## src/rtl/lsu_dmem_ctrl_if.sv

```systemverilog
// Bundle for the LSU request/response handshake and the dmem write/read ports.
// The slave modport is the controller's view; the master modport is the pipeline/memory side.
interface lsu_dmem_ctrl_if #(
    parameter int DW = 32,
    parameter int AW = 13
);
    logic          req_valid;
    logic          req_ready;
    logic          req_we;
    logic [2:0]    req_funct3;
    logic [31:0]   req_addr;
    logic [DW-1:0] req_wdata;
    logic [4:0]    req_rd;
    logic          rsp_valid;
    logic          rsp_ready;
    logic [DW-1:0] rsp_rdata;
    logic [4:0]    rsp_rd;
    logic          rsp_err;
    logic          data_wena;
    logic [3:0]    data_wbe;
    logic [AW-1:0] data_waddra;
    logic [DW-1:0] data_dina;
    logic [AW-1:0] addrb;
    logic [DW-1:0] dout_b;

    modport slave (
        input  req_valid, req_we, req_funct3, req_addr, req_wdata, req_rd, rsp_ready, dout_b,
        output req_ready, rsp_valid, rsp_rdata, rsp_rd, rsp_err,
        output data_wena, data_wbe, data_waddra, data_dina, addrb
    );

    modport master (
        output req_valid, req_we, req_funct3, req_addr, req_wdata, req_rd, rsp_ready, dout_b,
        input  req_ready, rsp_valid, rsp_rdata, rsp_rd, rsp_err,
        input  data_wena, data_wbe, data_waddra, data_dina, addrb
    );
endinterface

```

## src/rtl/lsu_dmem_ctrl.sv

```systemverilog
// RV32I load/store controller driving a dmem with one write port and a 1-cycle-latency read port.
// One request is outstanding at a time; responses carry aligned, extended load data.
module lsu_dmem_ctrl #(
    parameter int INSTR_WIDTH = 32,
    parameter int MEM_DEPTH   = 4096,
    parameter int MEM_DEPTH_W = $clog2(MEM_DEPTH + 1)
) (
    input logic            clk,
    input logic            rst,
    lsu_dmem_ctrl_if.slave bus
);
    localparam int DW = INSTR_WIDTH;

    typedef enum logic [2:0] {
        IDLE = 3'd0,
        WR   = 3'd1,
        LD_A = 3'd2,
        LD_D = 3'd3,
        RSP  = 3'd4
    } state_t;

    state_t                 state_r, state_s;
    logic                   rsp_valid_r, rsp_valid_s;
    logic [DW-1:0]          rsp_rdata_r, rsp_rdata_s;
    logic [4:0]             rsp_rd_r, rsp_rd_s;
    logic                   rsp_err_r, rsp_err_s;
    logic                   wena_r, wena_s;
    logic [3:0]             wbe_r, wbe_s;
    logic [MEM_DEPTH_W-1:0] waddra_r, waddra_s;
    logic [DW-1:0]          dina_r, dina_s;
    logic [MEM_DEPTH_W-1:0] addrb_r, addrb_s;
    logic [2:0]             f3_r, f3_s;
    logic [1:0]             off_r, off_s;
    logic [MEM_DEPTH_W-1:0] word_addr_s;
    logic                   req_err_s;
    logic                   unused_addr_s;

    function automatic logic access_err(input logic we, input logic [2:0] f3, input logic [1:0] off);
        logic e;
        case (f3)
            3'b000:          e = 1'b0;
            3'b001:          e = off[0];
            3'b010:          e = (off != 2'b00);
            3'b100, 3'b101:  e = we;
            default:         e = 1'b1;
        endcase
        return e;
    endfunction

    function automatic logic [3:0] store_be(input logic [2:0] f3, input logic [1:0] off);
        logic [3:0] be;
        case (f3[1:0])
            2'b00:   be = 4'b0001 << off;
            2'b01:   be = 4'b0011 << off;
            default: be = 4'b1111;
        endcase
        return be;
    endfunction

    function automatic logic [DW-1:0] store_data(input logic [2:0] f3, input logic [DW-1:0] wd);
        logic [DW-1:0] d;
        case (f3[1:0])
            2'b00:   d = {4{wd[7:0]}};
            2'b01:   d = {2{wd[15:0]}};
            default: d = wd;
        endcase
        return d;
    endfunction

    function automatic logic [DW-1:0] load_extract(input logic [2:0] f3, input logic [1:0] off,
                                                   input logic [DW-1:0] dout);
        logic [7:0]    b;
        logic [15:0]   h;
        logic [DW-1:0] r;
        b = dout[{off, 3'b000} +: 8];
        h = dout[{off[1], 4'b0000} +: 16];
        case (f3)
            3'b000:  r = {{24{b[7]}}, b};
            3'b100:  r = {24'd0, b};
            3'b001:  r = {{16{h[15]}}, h};
            3'b101:  r = {16'd0, h};
            3'b010:  r = dout;
            default: r = {DW{1'b0}};
        endcase
        return r;
    endfunction

    // Upper address bits are deliberately ignored: the word address wraps within dmem.
    assign word_addr_s   = bus.req_addr[MEM_DEPTH_W+1:2];
    assign unused_addr_s = ^bus.req_addr[31:MEM_DEPTH_W+2];
    assign req_err_s     = access_err(bus.req_we, bus.req_funct3, bus.req_addr[1:0]);

    // Next-state and next-output computation for the transaction FSM.
    always_comb begin
        state_s     = state_r;
        rsp_valid_s = rsp_valid_r;
        rsp_rdata_s = rsp_rdata_r;
        rsp_rd_s    = rsp_rd_r;
        rsp_err_s   = rsp_err_r;
        wena_s      = 1'b0;
        wbe_s       = wbe_r;
        waddra_s    = waddra_r;
        dina_s      = dina_r;
        addrb_s     = addrb_r;
        f3_s        = f3_r;
        off_s       = off_r;
        case (state_r)
            IDLE: begin
                if (bus.req_valid) begin
                    rsp_rd_s    = bus.req_rd;
                    rsp_rdata_s = {DW{1'b0}};
                    f3_s        = bus.req_funct3;
                    off_s       = bus.req_addr[1:0];
                    if (req_err_s) begin
                        rsp_err_s   = 1'b1;
                        rsp_valid_s = 1'b1;
                        state_s     = RSP;
                    end else if (bus.req_we) begin
                        rsp_err_s = 1'b0;
                        wena_s    = 1'b1;
                        wbe_s     = store_be(bus.req_funct3, bus.req_addr[1:0]);
                        waddra_s  = word_addr_s;
                        dina_s    = store_data(bus.req_funct3, bus.req_wdata);
                        state_s   = WR;
                    end else begin
                        rsp_err_s = 1'b0;
                        addrb_s   = word_addr_s;
                        state_s   = LD_A;
                    end
                end else begin
                    state_s = IDLE;
                end
            end
            WR: begin
                rsp_valid_s = 1'b1;
                state_s     = RSP;
            end
            LD_A: begin
                state_s = LD_D;
            end
            LD_D: begin
                rsp_rdata_s = load_extract(f3_r, off_r, bus.dout_b);
                rsp_valid_s = 1'b1;
                state_s     = RSP;
            end
            RSP: begin
                if (bus.rsp_ready) begin
                    rsp_valid_s = 1'b0;
                    state_s     = IDLE;
                end else begin
                    state_s = RSP;
                end
            end
            default: begin
                rsp_valid_s = 1'b0;
                state_s     = IDLE;
            end
        endcase
    end

    // FSM state register.
    always_ff @(posedge clk) begin
        if (!rst) begin
            state_r <= IDLE;
        end else begin
            state_r <= state_s;
        end
    end

    // Registered outputs and captured request attributes.
    always_ff @(posedge clk) begin
        if (!rst) begin
            rsp_valid_r <= 1'b0;
            rsp_rdata_r <= {DW{1'b0}};
            rsp_rd_r    <= 5'd0;
            rsp_err_r   <= 1'b0;
            wena_r      <= 1'b0;
            wbe_r       <= 4'd0;
            waddra_r    <= {MEM_DEPTH_W{1'b0}};
            dina_r      <= {DW{1'b0}};
            addrb_r     <= {MEM_DEPTH_W{1'b0}};
            f3_r        <= 3'd0;
            off_r       <= 2'd0;
        end else begin
            rsp_valid_r <= rsp_valid_s;
            rsp_rdata_r <= rsp_rdata_s;
            rsp_rd_r    <= rsp_rd_s;
            rsp_err_r   <= rsp_err_s;
            wena_r      <= wena_s;
            wbe_r       <= wbe_s;
            waddra_r    <= waddra_s;
            dina_r      <= dina_s;
            addrb_r     <= addrb_s;
            f3_r        <= f3_s;
            off_r       <= off_s;
        end
    end

    assign bus.req_ready   = (state_r == IDLE);
    assign bus.rsp_valid   = rsp_valid_r;
    assign bus.rsp_rdata   = rsp_rdata_r;
    assign bus.rsp_rd      = rsp_rd_r;
    assign bus.rsp_err     = rsp_err_r;
    assign bus.data_wena   = wena_r;
    assign bus.data_wbe    = wbe_r;
    assign bus.data_waddra = waddra_r;
    assign bus.data_dina   = dina_r;
    assign bus.addrb       = addrb_r;
endmodule
```

## src/flat_wrapper.sv

```systemverilog
// flat-port wrapper written by rule: the top's interface ports become plain ports
module lsu_dmem_ctrl_flat 
#(
    parameter int INSTR_WIDTH = 32,
    parameter int MEM_DEPTH   = 4096,
    parameter int MEM_DEPTH_W = $clog2(MEM_DEPTH + 1)
)
  (clk, rst, bus_req_valid, bus_req_we, bus_req_funct3, bus_req_addr, bus_req_wdata, bus_req_rd, bus_rsp_ready, bus_dout_b, bus_req_ready, bus_rsp_valid, bus_rsp_rdata, bus_rsp_rd, bus_rsp_err, bus_data_wena, bus_data_wbe, bus_data_waddra, bus_data_dina, bus_addrb);
  lsu_dmem_ctrl_if bus_i ();
  input logic clk;
  input logic rst;
  input wire logic [$bits(bus_i.req_valid)-1:0] bus_req_valid;
  input wire logic [$bits(bus_i.req_we)-1:0] bus_req_we;
  input wire logic [$bits(bus_i.req_funct3)-1:0] bus_req_funct3;
  input wire logic [$bits(bus_i.req_addr)-1:0] bus_req_addr;
  input wire logic [$bits(bus_i.req_wdata)-1:0] bus_req_wdata;
  input wire logic [$bits(bus_i.req_rd)-1:0] bus_req_rd;
  input wire logic [$bits(bus_i.rsp_ready)-1:0] bus_rsp_ready;
  input wire logic [$bits(bus_i.dout_b)-1:0] bus_dout_b;
  output wire logic [$bits(bus_i.req_ready)-1:0] bus_req_ready;
  output wire logic [$bits(bus_i.rsp_valid)-1:0] bus_rsp_valid;
  output wire logic [$bits(bus_i.rsp_rdata)-1:0] bus_rsp_rdata;
  output wire logic [$bits(bus_i.rsp_rd)-1:0] bus_rsp_rd;
  output wire logic [$bits(bus_i.rsp_err)-1:0] bus_rsp_err;
  output wire logic [$bits(bus_i.data_wena)-1:0] bus_data_wena;
  output wire logic [$bits(bus_i.data_wbe)-1:0] bus_data_wbe;
  output wire logic [$bits(bus_i.data_waddra)-1:0] bus_data_waddra;
  output wire logic [$bits(bus_i.data_dina)-1:0] bus_data_dina;
  output wire logic [$bits(bus_i.addrb)-1:0] bus_addrb;
  assign bus_i.req_valid = bus_req_valid;
  assign bus_i.req_we = bus_req_we;
  assign bus_i.req_funct3 = bus_req_funct3;
  assign bus_i.req_addr = bus_req_addr;
  assign bus_i.req_wdata = bus_req_wdata;
  assign bus_i.req_rd = bus_req_rd;
  assign bus_i.rsp_ready = bus_rsp_ready;
  assign bus_i.dout_b = bus_dout_b;
  assign bus_req_ready = bus_i.req_ready;
  assign bus_rsp_valid = bus_i.rsp_valid;
  assign bus_rsp_rdata = bus_i.rsp_rdata;
  assign bus_rsp_rd = bus_i.rsp_rd;
  assign bus_rsp_err = bus_i.rsp_err;
  assign bus_data_wena = bus_i.data_wena;
  assign bus_data_wbe = bus_i.data_wbe;
  assign bus_data_waddra = bus_i.data_waddra;
  assign bus_data_dina = bus_i.data_dina;
  assign bus_addrb = bus_i.addrb;
  lsu_dmem_ctrl #(.INSTR_WIDTH(INSTR_WIDTH), .MEM_DEPTH(MEM_DEPTH), .MEM_DEPTH_W(MEM_DEPTH_W)) u_core (.clk(clk), .rst(rst), .bus(bus_i));
endmodule
```

## config.mk

```make
export PLATFORM = sky130hd
export DESIGN_NAME = lsu_dmem_ctrl_flat
export DESIGN_NICKNAME = d
export VERILOG_FILES = /design/src/rtl/lsu_dmem_ctrl_if.sv /design/src/rtl/lsu_dmem_ctrl.sv /design/src/flat_wrapper.sv
export SDC_FILE = /design/constraint.sdc
export NUM_CORES = 1
export LEC_CHECK = 0
export ABC_AREA = 1
export ABC_CLOCK_PERIOD_IN_PS = 2500
export BUFFER_PORTS_ARGS = -buffer_cell sky130_fd_sc_hd__buf_4
export CORE_MARGIN = 10
export CORE_UTILIZATION = 45
export CTS_CLUSTER_DIAMETER = 50
export DETAILED_ROUTE_END_ITERATION = 10
export GPL_TIMING_DRIVEN = 0
export PLACE_DENSITY = 0.75
export SETUP_SLACK_MARGIN = 0.15
export SYNTH_ARGS = -nofsm -noshare
export SYNTH_HDL_FRONTEND = slang
export SYNTH_SLANG_ARGS = --single-unit
export TNS_END_PERCENT = 30
```

## constraint.sdc

```tcl
create_clock -name clk -period 2.5 [get_ports clk]
set_input_delay 0.125 -clock clk [delete_from_list [all_inputs] [get_ports clk]]
set_output_delay 0.125 -clock clk [all_outputs]
set_load 0.01 [all_outputs]
```

==> results of run 1 <==
-- power by group --
group          leakage (nW)  switching (W)  internal (W)
logic                  3.10       0.000553      0.000374
clock network         0.150       0.000650      0.000908
registers             0.894      0.0000412       0.00183
-- per-stage QoR --
step           worst slack, ns  cell area, um^2  instances
6_report                0.8335             7575       1280
5_1_grt                 0.6954             7575       1280
4_1_cts                 0.8476             7575       1280
3_5_place_dp            0.8721             7127       1251
3_3_place_gp            0.8759             7127       1251
2_1_floorplan            1.108             5487        910
-- synthesized netlist by cell type --
cell,number
sky130_fd_sc_hd__nand2_1,344
sky130_fd_sc_hd__nor2_1,176
sky130_fd_sc_hd__inv_1,115
sky130_fd_sc_hd__dfxtp_1,110
sky130_fd_sc_hd__a21oi_1,43
sky130_fd_sc_hd__o21ai_0,29
sky130_fd_sc_hd__nand3_1,24
sky130_fd_sc_hd__buf_2,20
sky130_fd_sc_hd__clkbuf_1,19
sky130_fd_sc_hd__o211ai_1,8
sky130_fd_sc_hd__nor2_2,4
sky130_fd_sc_hd__inv_2,3
sky130_fd_sc_hd__nand2_2,3
sky130_fd_sc_hd__buf_6,2
sky130_fd_sc_hd__nand4_4,2
sky130_fd_sc_hd__buf_1,1
sky130_fd_sc_hd__buf_4,1
sky130_fd_sc_hd__clkinv_1,1
sky130_fd_sc_hd__nand2_4,1
sky130_fd_sc_hd__nand4_1,1
sky130_fd_sc_hd__nor2_4,1
sky130_fd_sc_hd__nor2_8,1
sky130_fd_sc_hd__nor3_1,1
-- layout make-up --
type,instances,area [um^2],share of cell area (%)
repair buffers,207,1587,20.94
well taps,147,183.9,2.428
multi-input cells,638,2633,34.75
clock inverters,3,67.56,0.8920
inverters,119,446.7,5.897
plain buffers,43,205.2,2.709
flip-flops and latches,110,2202,29.07
clock buffers,13,250.2,3.304
-- layer usage --
metal / global-route usage [%] / part of all wire (%) / wire (um)
met5: 0 / 0 / 0
met4: 6.148 / 1.3 / 250
met3: 10.44 / 12 / 2310
met2: 36.13 / 46 / 8684
met1: 24.40 / 40 / 7450
-- worst max-delay path, delay by kind of cell, from the launching register on --
| kind | cells | cell delay, ns |
|---|---|---|
| AND/OR/NAND/NOR | 6 | 0.88 |
| buffers and inverters | 1 | 0.23 |
| AO/OA/AOI/OAI | 1 | 0.13 |
| flip-flops | 1 | 0.34 |
-- state kept, by name, summed over array words and instances, names as in the netlist --
name	flops
u_core.off_r	2
u_core.bus.addrb	13
u_core.bus.rsp_rdata	32
u_core.state_r	3
u_core.bus.rsp_rd	5
u_core.bus.rsp_valid	1
u_core.bus.data_wena	1
u_core.bus.data_wbe	4
u_core.bus.rsp_err	1
u_core.bus.data_dina	32
u_core.bus.data_waddra	13
u_core.f3_r	3
-- cells by family (layout without fill, tap and decap cells) --
family,after synthesis,count (layout),synth area share (%)
flops,110,110,40.14
simple gates,558,558,40.32
compound gates,80,80,7.663
buf+inv,162,385,11.88
-- worst paths after layout --
kind                                           start                  endpoint  slack (ns)  cells after the start
worst max register to register        u_core.f3_r[2]  u_core.bus.rsp_rdata[27]        0.83                      8
worst min register to register  u_core.bus.rsp_valid      u_core.bus.rsp_valid        0.45                      2
worst max-delay path                  u_core.f3_r[2]  u_core.bus.rsp_rdata[27]        0.83                      8
worst min-delay path                 bus_req_addr[4]       u_core.bus.addrb[2]       0.008                      3
-- what timing repair did --
action                     in CTS  in global routing
hold buffers                   13                  0
hold endpoints to repair       15                  0
setup endpoints to repair       0                  0
buffers inserted                0                  0
-- placed cells by master, fill, tap and decap left out, types with 2 or more instances in the layout --
| cell type | n |
|---|---|
| sky130_fd_sc_hd__dfxtp_1 | 110 |
| sky130_fd_sc_hd__a21oi_1 | 43 |
| sky130_fd_sc_hd__inv_2 | 3 |
| sky130_fd_sc_hd__inv_1 | 115 |
| sky130_fd_sc_hd__buf_2 | 20 |
| sky130_fd_sc_hd__nor2_1 | 176 |
| sky130_fd_sc_hd__o21ai_0 | 29 |
| sky130_fd_sc_hd__buf_4 | 195 |
| sky130_fd_sc_hd__nand2_2 | 3 |
| sky130_fd_sc_hd__nand4_4 | 2 |
| sky130_fd_sc_hd__nor2_2 | 4 |
| sky130_fd_sc_hd__dlygate4sd3_1 | 13 |
| sky130_fd_sc_hd__buf_6 | 2 |
| sky130_fd_sc_hd__clkbuf_1 | 22 |
| sky130_fd_sc_hd__o211ai_1 | 8 |
| sky130_fd_sc_hd__clkbuf_16 | 9 |
| sky130_fd_sc_hd__bufinv_16 | 2 |
| sky130_fd_sc_hd__nand3_1 | 24 |
| sky130_fd_sc_hd__nand2_1 | 344 |
==> reports/summary.json, run 1 <==
{
  "status": "finished, final reports clean",
  "critical_path.endpoint_type": "register",
  "start_util_pct": 45.87,
  "remaining_drc_errors": 0,
  "die_w_um": 130.4,
  "ctsResizeCount": 0,
  "worstMarginPinSlew_ns": 0.7541,
  "drt-wirelength-per-cell_um": 14.61,
  "syn-cell-area_um2": 5487,
  "core_area_um2": 11960,
  "hold_class": "in2reg",
  "cp.required_ns": 2.78,
  "drt_iter0_markers": 388,
  "slew_headroom_pct": 49.34,
  "place_congestion": 0.9116,
  "grt_pass1_vias": 5850,
  "num-nets-final": 1237,
  "clock_sinks": 110,
  "yosysTopAreaCellShare_pct": 40.14,
  "vias": 6062,
  "grt_first_pass_wirelength_um": 29010,
  "vdd_drop_max_v": 0.0003310,
  "synth.ff_latch_count": 110,
  "drt_pass1_iterations": 4,
  "fmax_ghz": 0.6001,
  "globalRouteOverflowTotal": 0,
  "global_route_total_usage_across_every_layer_pct": 21.75,
  "netlist_instances": 910,
  "diodes": 0,
  "dieHeight_um": 130.4,
  "max_cap_violations": 0,
  "number_of_antenna_violations_at_the_first_check_in_global_routing": 0,
  "fraction_of_layout_instances_using_a_drive_strength_above_1_pct": 21.62,
  "io_buffer_count": 194,
  "skew_ns": 0.01132,
  "unrepaired_setup_endpoints_after_global_routing": "false",
  "avgSynthCellArea_um2": 6.029,
  "final_core_utilization_pct": 63.33,
  "clk_pin_slew_worst_paths_ns": 0.07,
  "synth_largest_area_cell": "sky130_fd_sc_hd__dfxtp_1",
  "top_level_ports": 212,
  "synth_nets": 1019,
  "final.setup.tns_ns": 0,
  "synthesis.yosys.warnings": 0,
  "cts_root_buffer": "sky130_fd_sc_hd__clkbuf_16",
  "drt-total-wl_um": 18700,
  "total_clock_buffers_created_by_cts": 9,
  "clockBufferDepth": 2,
  "tritoncts_clock_tree": "built",
  "fillerInstances": 1176,
  "ant_nets": 0,
  "worst_skew_pair.late_latency_ns": 0.36,
  "timing_hold_violations_final": 0,
  "die_area_um2": 17010,
  "p_per_area_nw_per_um2": 574.8,
  "critical_path.max_stage_delay_ns": 0.37,
  "flow.area_growth_from_synthesis_pct": 38.06,
  "hpwl_um": 14410,
  "cp.arrival_ns": 1.95,
  "setup_violations": 0,
  "finalCritPeriodShare_pct": 66.66,
  "finalMaxSlewViolations": 0,
  "grt_start_max_net_pins": 17,
  "leakage_nw": 4.139,
  "yosysSeqAreaShare_pct": 40.14,
  "timing.critical_path.from_type": "register",
  "critical_path.max_fanout": 10,
  "synth.distinct_cells": 23,
  "slowest_stage": "sky130_fd_sc_hd__nor2_2",
  "crit_chain": "nor2_2 > nand2_2 > buf_2 > nor2_1 > nor2_1 > nand2_1 > nand2_1 > a21oi_1",
  "timing.hold.ws_ns": 0.007733,
  "post-route-min-period_ns": 1.667,
  "h_tree_levels": 3,
  "power.total_w": 0.004354,
  "post_synth_main_area_contributors": "sky130_fd_sc_hd__dfxtp_1, sky130_fd_sc_hd__nand2_1, sky130_fd_sc_hd__nor2_1",
  "timing.setup.critical_path_class": "reg2reg",
  "route.detailed.vias_per_inst": 4.736,
  "core.rowCount": 40
}
(Power assumes the default switching activity.)
==> run 2, diff against run 1 <==
ABC_CLOCK_PERIOD_IN_PS = 1400   (was 2500)
PLACE_DENSITY = 0.77   (was 0.75)
clock period = 1.4 ns   (was 2.5 ns; I/O delays follow)
==> run 2 against run 1 <==
The flow now finishes with violations (negative setup slack). Clock power is 69% higher. Combinational power is 130% higher. Via count grew 4.9%. Cell count up 3.0%. Setup slack worse by 0.92 ns. Die area unchanged. Register-to-register slack lost 0.92 ns. Maximum frequency rose by 12%. First-iteration DRC count is 7.2% lower. Critical endpoint is now u_core.bus.rsp_rdata[25]. Non-clock buffer count rose by 40. Flip-flop and latch count unchanged.
==> reports/summary.json, run 2 (synthesis results as in run 1) <==
{
  "status": "complete, but fails checks",
  "violations": "negative setup slack",
  "path_delay_family": "simple AND/OR/NAND/NOR gates",
  "crit_chain": "nor2_4 > nand2_4 > nor2_8 > buf_12 > buf_12 > inv_8 > nand2_8 > inv_8 > buf_6 > nand2_2 > a21oi_2",
  "diodes": 0,
  "clockBufferDepth": 2,
  "pwr-share-clk_pct": 32.4,
  "fraction_of_layout_instances_using_a_drive_strength_above_1_pct": 36.09,
  "post-route-min-period_ns": 1.484,
  "drt-wirelength-per-cell_um": 15.42,
  "hpwl_um": 14480,
  "power_report.internal_total_w": 0.005646,
  "worstMarginPinSlew_ns": 0.7004,
  "clock_sinks": 110,
  "dieHeight_um": 130.4,
  "setup_violations": 81,
  "drt_iter0_markers": 360,
  "slew_headroom_pct": 53.31,
  "route.detailed.vias_per_inst": 4.821,
  "number_of_antenna_violations_at_the_first_check_in_global_routing": 0,
  "cp.required_ns": 1.62,
  "timing.critical_path.from_type": "register",
  "num-nets-final": 1277,
  "cp.buffers_inverters": 5,
  "timing_hold_violations_final": 0,
  "h_tree_levels": 3,
  "grt_pass1_vias": 6352,
  "fmax_ghz": 0.6740,
  "pwr-share-seq_pct": 41.4,
  "layout.cells.most_common": "sky130_fd_sc_hd__nand2_1",
  "cp.arrival_ns": 1.70,
  "fillerInstances": 1010,
  "p_per_area_nw_per_um2": 943.5,
  "grt_first_pass_wirelength_um": 31600,
  "timing.setup.critical_path_class": "reg2reg",
  "die_w_um": 130.4,
  "post-route-worst-setup-slack_ns": -0.08357,
  "hold_class": "in2reg",
  "share_comb_of_total_power_pct": 26.2,
  "critical_path.max_fanout": 7,
  "top_level_ports": 212,
  "finalMaxSlewViolations": 0,
  "worst_skew_pair.late_latency_ns": 0.35,
  "flow.area_growth_from_synthesis_pct": 56.67,
  "start_util_pct": 45.87,
  "final.setup.tns_ns": -3.443,
  "core.rowCount": 40,
  "grt_start_max_net_pins": 18,
  "die_area_um2": 17010,
  "sw_frac_of_total_pct": 30.38,
  "tritoncts_clock_tree": "built",
  "skew_ns": 0.007404,
  "core_area_um2": 11960,
  "drt-total-wl_um": 20340,
  "place_congestion": 0.8956,
  "finalCritPeriodShare_pct": 106.0,
  "vdd_drop_max_v": 0.0007922,
  "vias": 6359,
  "power.total_w": 0.008110,
  "cts_root_buffer": "sky130_fd_sc_hd__clkbuf_16",
  "clk_pin_slew_worst_paths_ns": 0.07,
  "leakage_nw": 4.466,
  "unrepaired_setup_endpoints_after_global_routing": "true",
  "net_switching_power_w": 0.002464,
  "ant_nets": 0,
  "layout_common_cells": "sky130_fd_sc_hd__nand2_1, sky130_fd_sc_hd__buf_4, sky130_fd_sc_hd__nor2_1",
  "remaining_drc_errors": 0,
  "io_buffer_count": 194,
  "slowest_stage": "sky130_fd_sc_hd__dfxtp_2",
  "global_route_total_usage_across_every_layer_pct": 23.46,
  "critical_path.endpoint_type": "register",
  "total_clock_buffers_created_by_cts": 9,
  "critical_path.max_stage_delay_ns": 0.33,
  "globalRouteOverflowTotal": 0,
  "max_cap_violations": 0,
  "drt_pass1_iterations": 6
}
## run 2: cell types whose count changed in the layout (fill, tap and decap cells not counted), sizes merged
cell,before,now
bufinv,2,1
clkinv,1,4
clkbuf,32,28
buf,218,247
dlygate4sd3,13,25
## run 2: cell type report
class | count | area [um^2] | share of cell area, %
inverters | 119 | 461.7 | 5.371
repair buffers | 247 | 2011 | 23.39
clock buffers | 10 | 239.0 | 2.780
clock inverters | 5 | 60.06 | 0.6987
multi-input cells | 638 | 3102 | 36.08
well taps | 147 | 183.9 | 2.140
flip-flops and latches | 110 | 2213 | 25.75
plain buffers | 43 | 325.3 | 3.785
## run 2: final timing paths
path	slack, ns	depth (start not counted)	endpoint	from
worst max-delay path	-0.08	11	u_core.bus.rsp_rdata[25]	u_core.state_r[0]
worst min-delay path	0.02	3	u_core.f3_r[2]	bus_req_funct3[2]
worst max register to register	-0.08	11	u_core.bus.rsp_rdata[25]	u_core.state_r[0]
worst min register to register	0.45	2	u_core.bus.rsp_valid	u_core.bus.rsp_valid
## run 2: worst reg2reg max path, stage by stage (launching register included)
cell	delay, ns
sky130_fd_sc_hd__dfxtp_2	0.33
sky130_fd_sc_hd__nor2_4	0.14
sky130_fd_sc_hd__nand2_4	0.08
sky130_fd_sc_hd__nor2_8	0.18
sky130_fd_sc_hd__buf_12	0.12
sky130_fd_sc_hd__buf_12	0.09
sky130_fd_sc_hd__inv_8	0.04
sky130_fd_sc_hd__nand2_8	0.06
sky130_fd_sc_hd__inv_8	0.06
sky130_fd_sc_hd__buf_6	0.14
sky130_fd_sc_hd__nand2_2	0.06
sky130_fd_sc_hd__a21oi_2	0.05
## run 2: power by group through the flow
stage / registers, W / logic [W] / clock network (W)
floorplan: 0.00346 / 0.000881 / 0
global placement: 0.00341 / 0.00162 / 0
detailed placement: 0.00341 / 0.00163 / 0
CTS: 0.00335 / 0.00203 / 0.00266
global route: 0.00337 / 0.00234 / 0.00277
finish: 0.00335 / 0.00213 / 0.00263
## run 2: per-layer routing
metal	up-vias	track usage, %	part of all wire (%)
met4	0	8.044	2.7
li1	3229	-	-
met5	-	0	0
met2	264	39.66	47
met3	49	10.39	12
met1	2817	25.76	38
## run 2: stage by stage
step	hold slack [ns]	utilization [%]	worst slack (ns)	area, um^2	cells
2_1_floorplan	0.2049	-	0.04352	5509	910
3_3_place_gp	0.2903	59.77	-0.2504	7149	1251
3_5_place_dp	0.3003	59.77	-0.1943	7149	1251
4_1_cts	0.002684	70.49	-0.01795	8432	1318
5_1_grt	0.03535	71.86	-0.1629	8596	1319
6_report	0.01519	71.86	-0.08357	8596	1319
## run 2: repair_timing
item	CTS	global route
endpoints found under the setup margin	107	109
cloned	6	0
gates resized for setup	177	50
hold buffers	25	0
hold endpoints to repair	38	0
pin swaps	65	23
buffers inserted	21	1
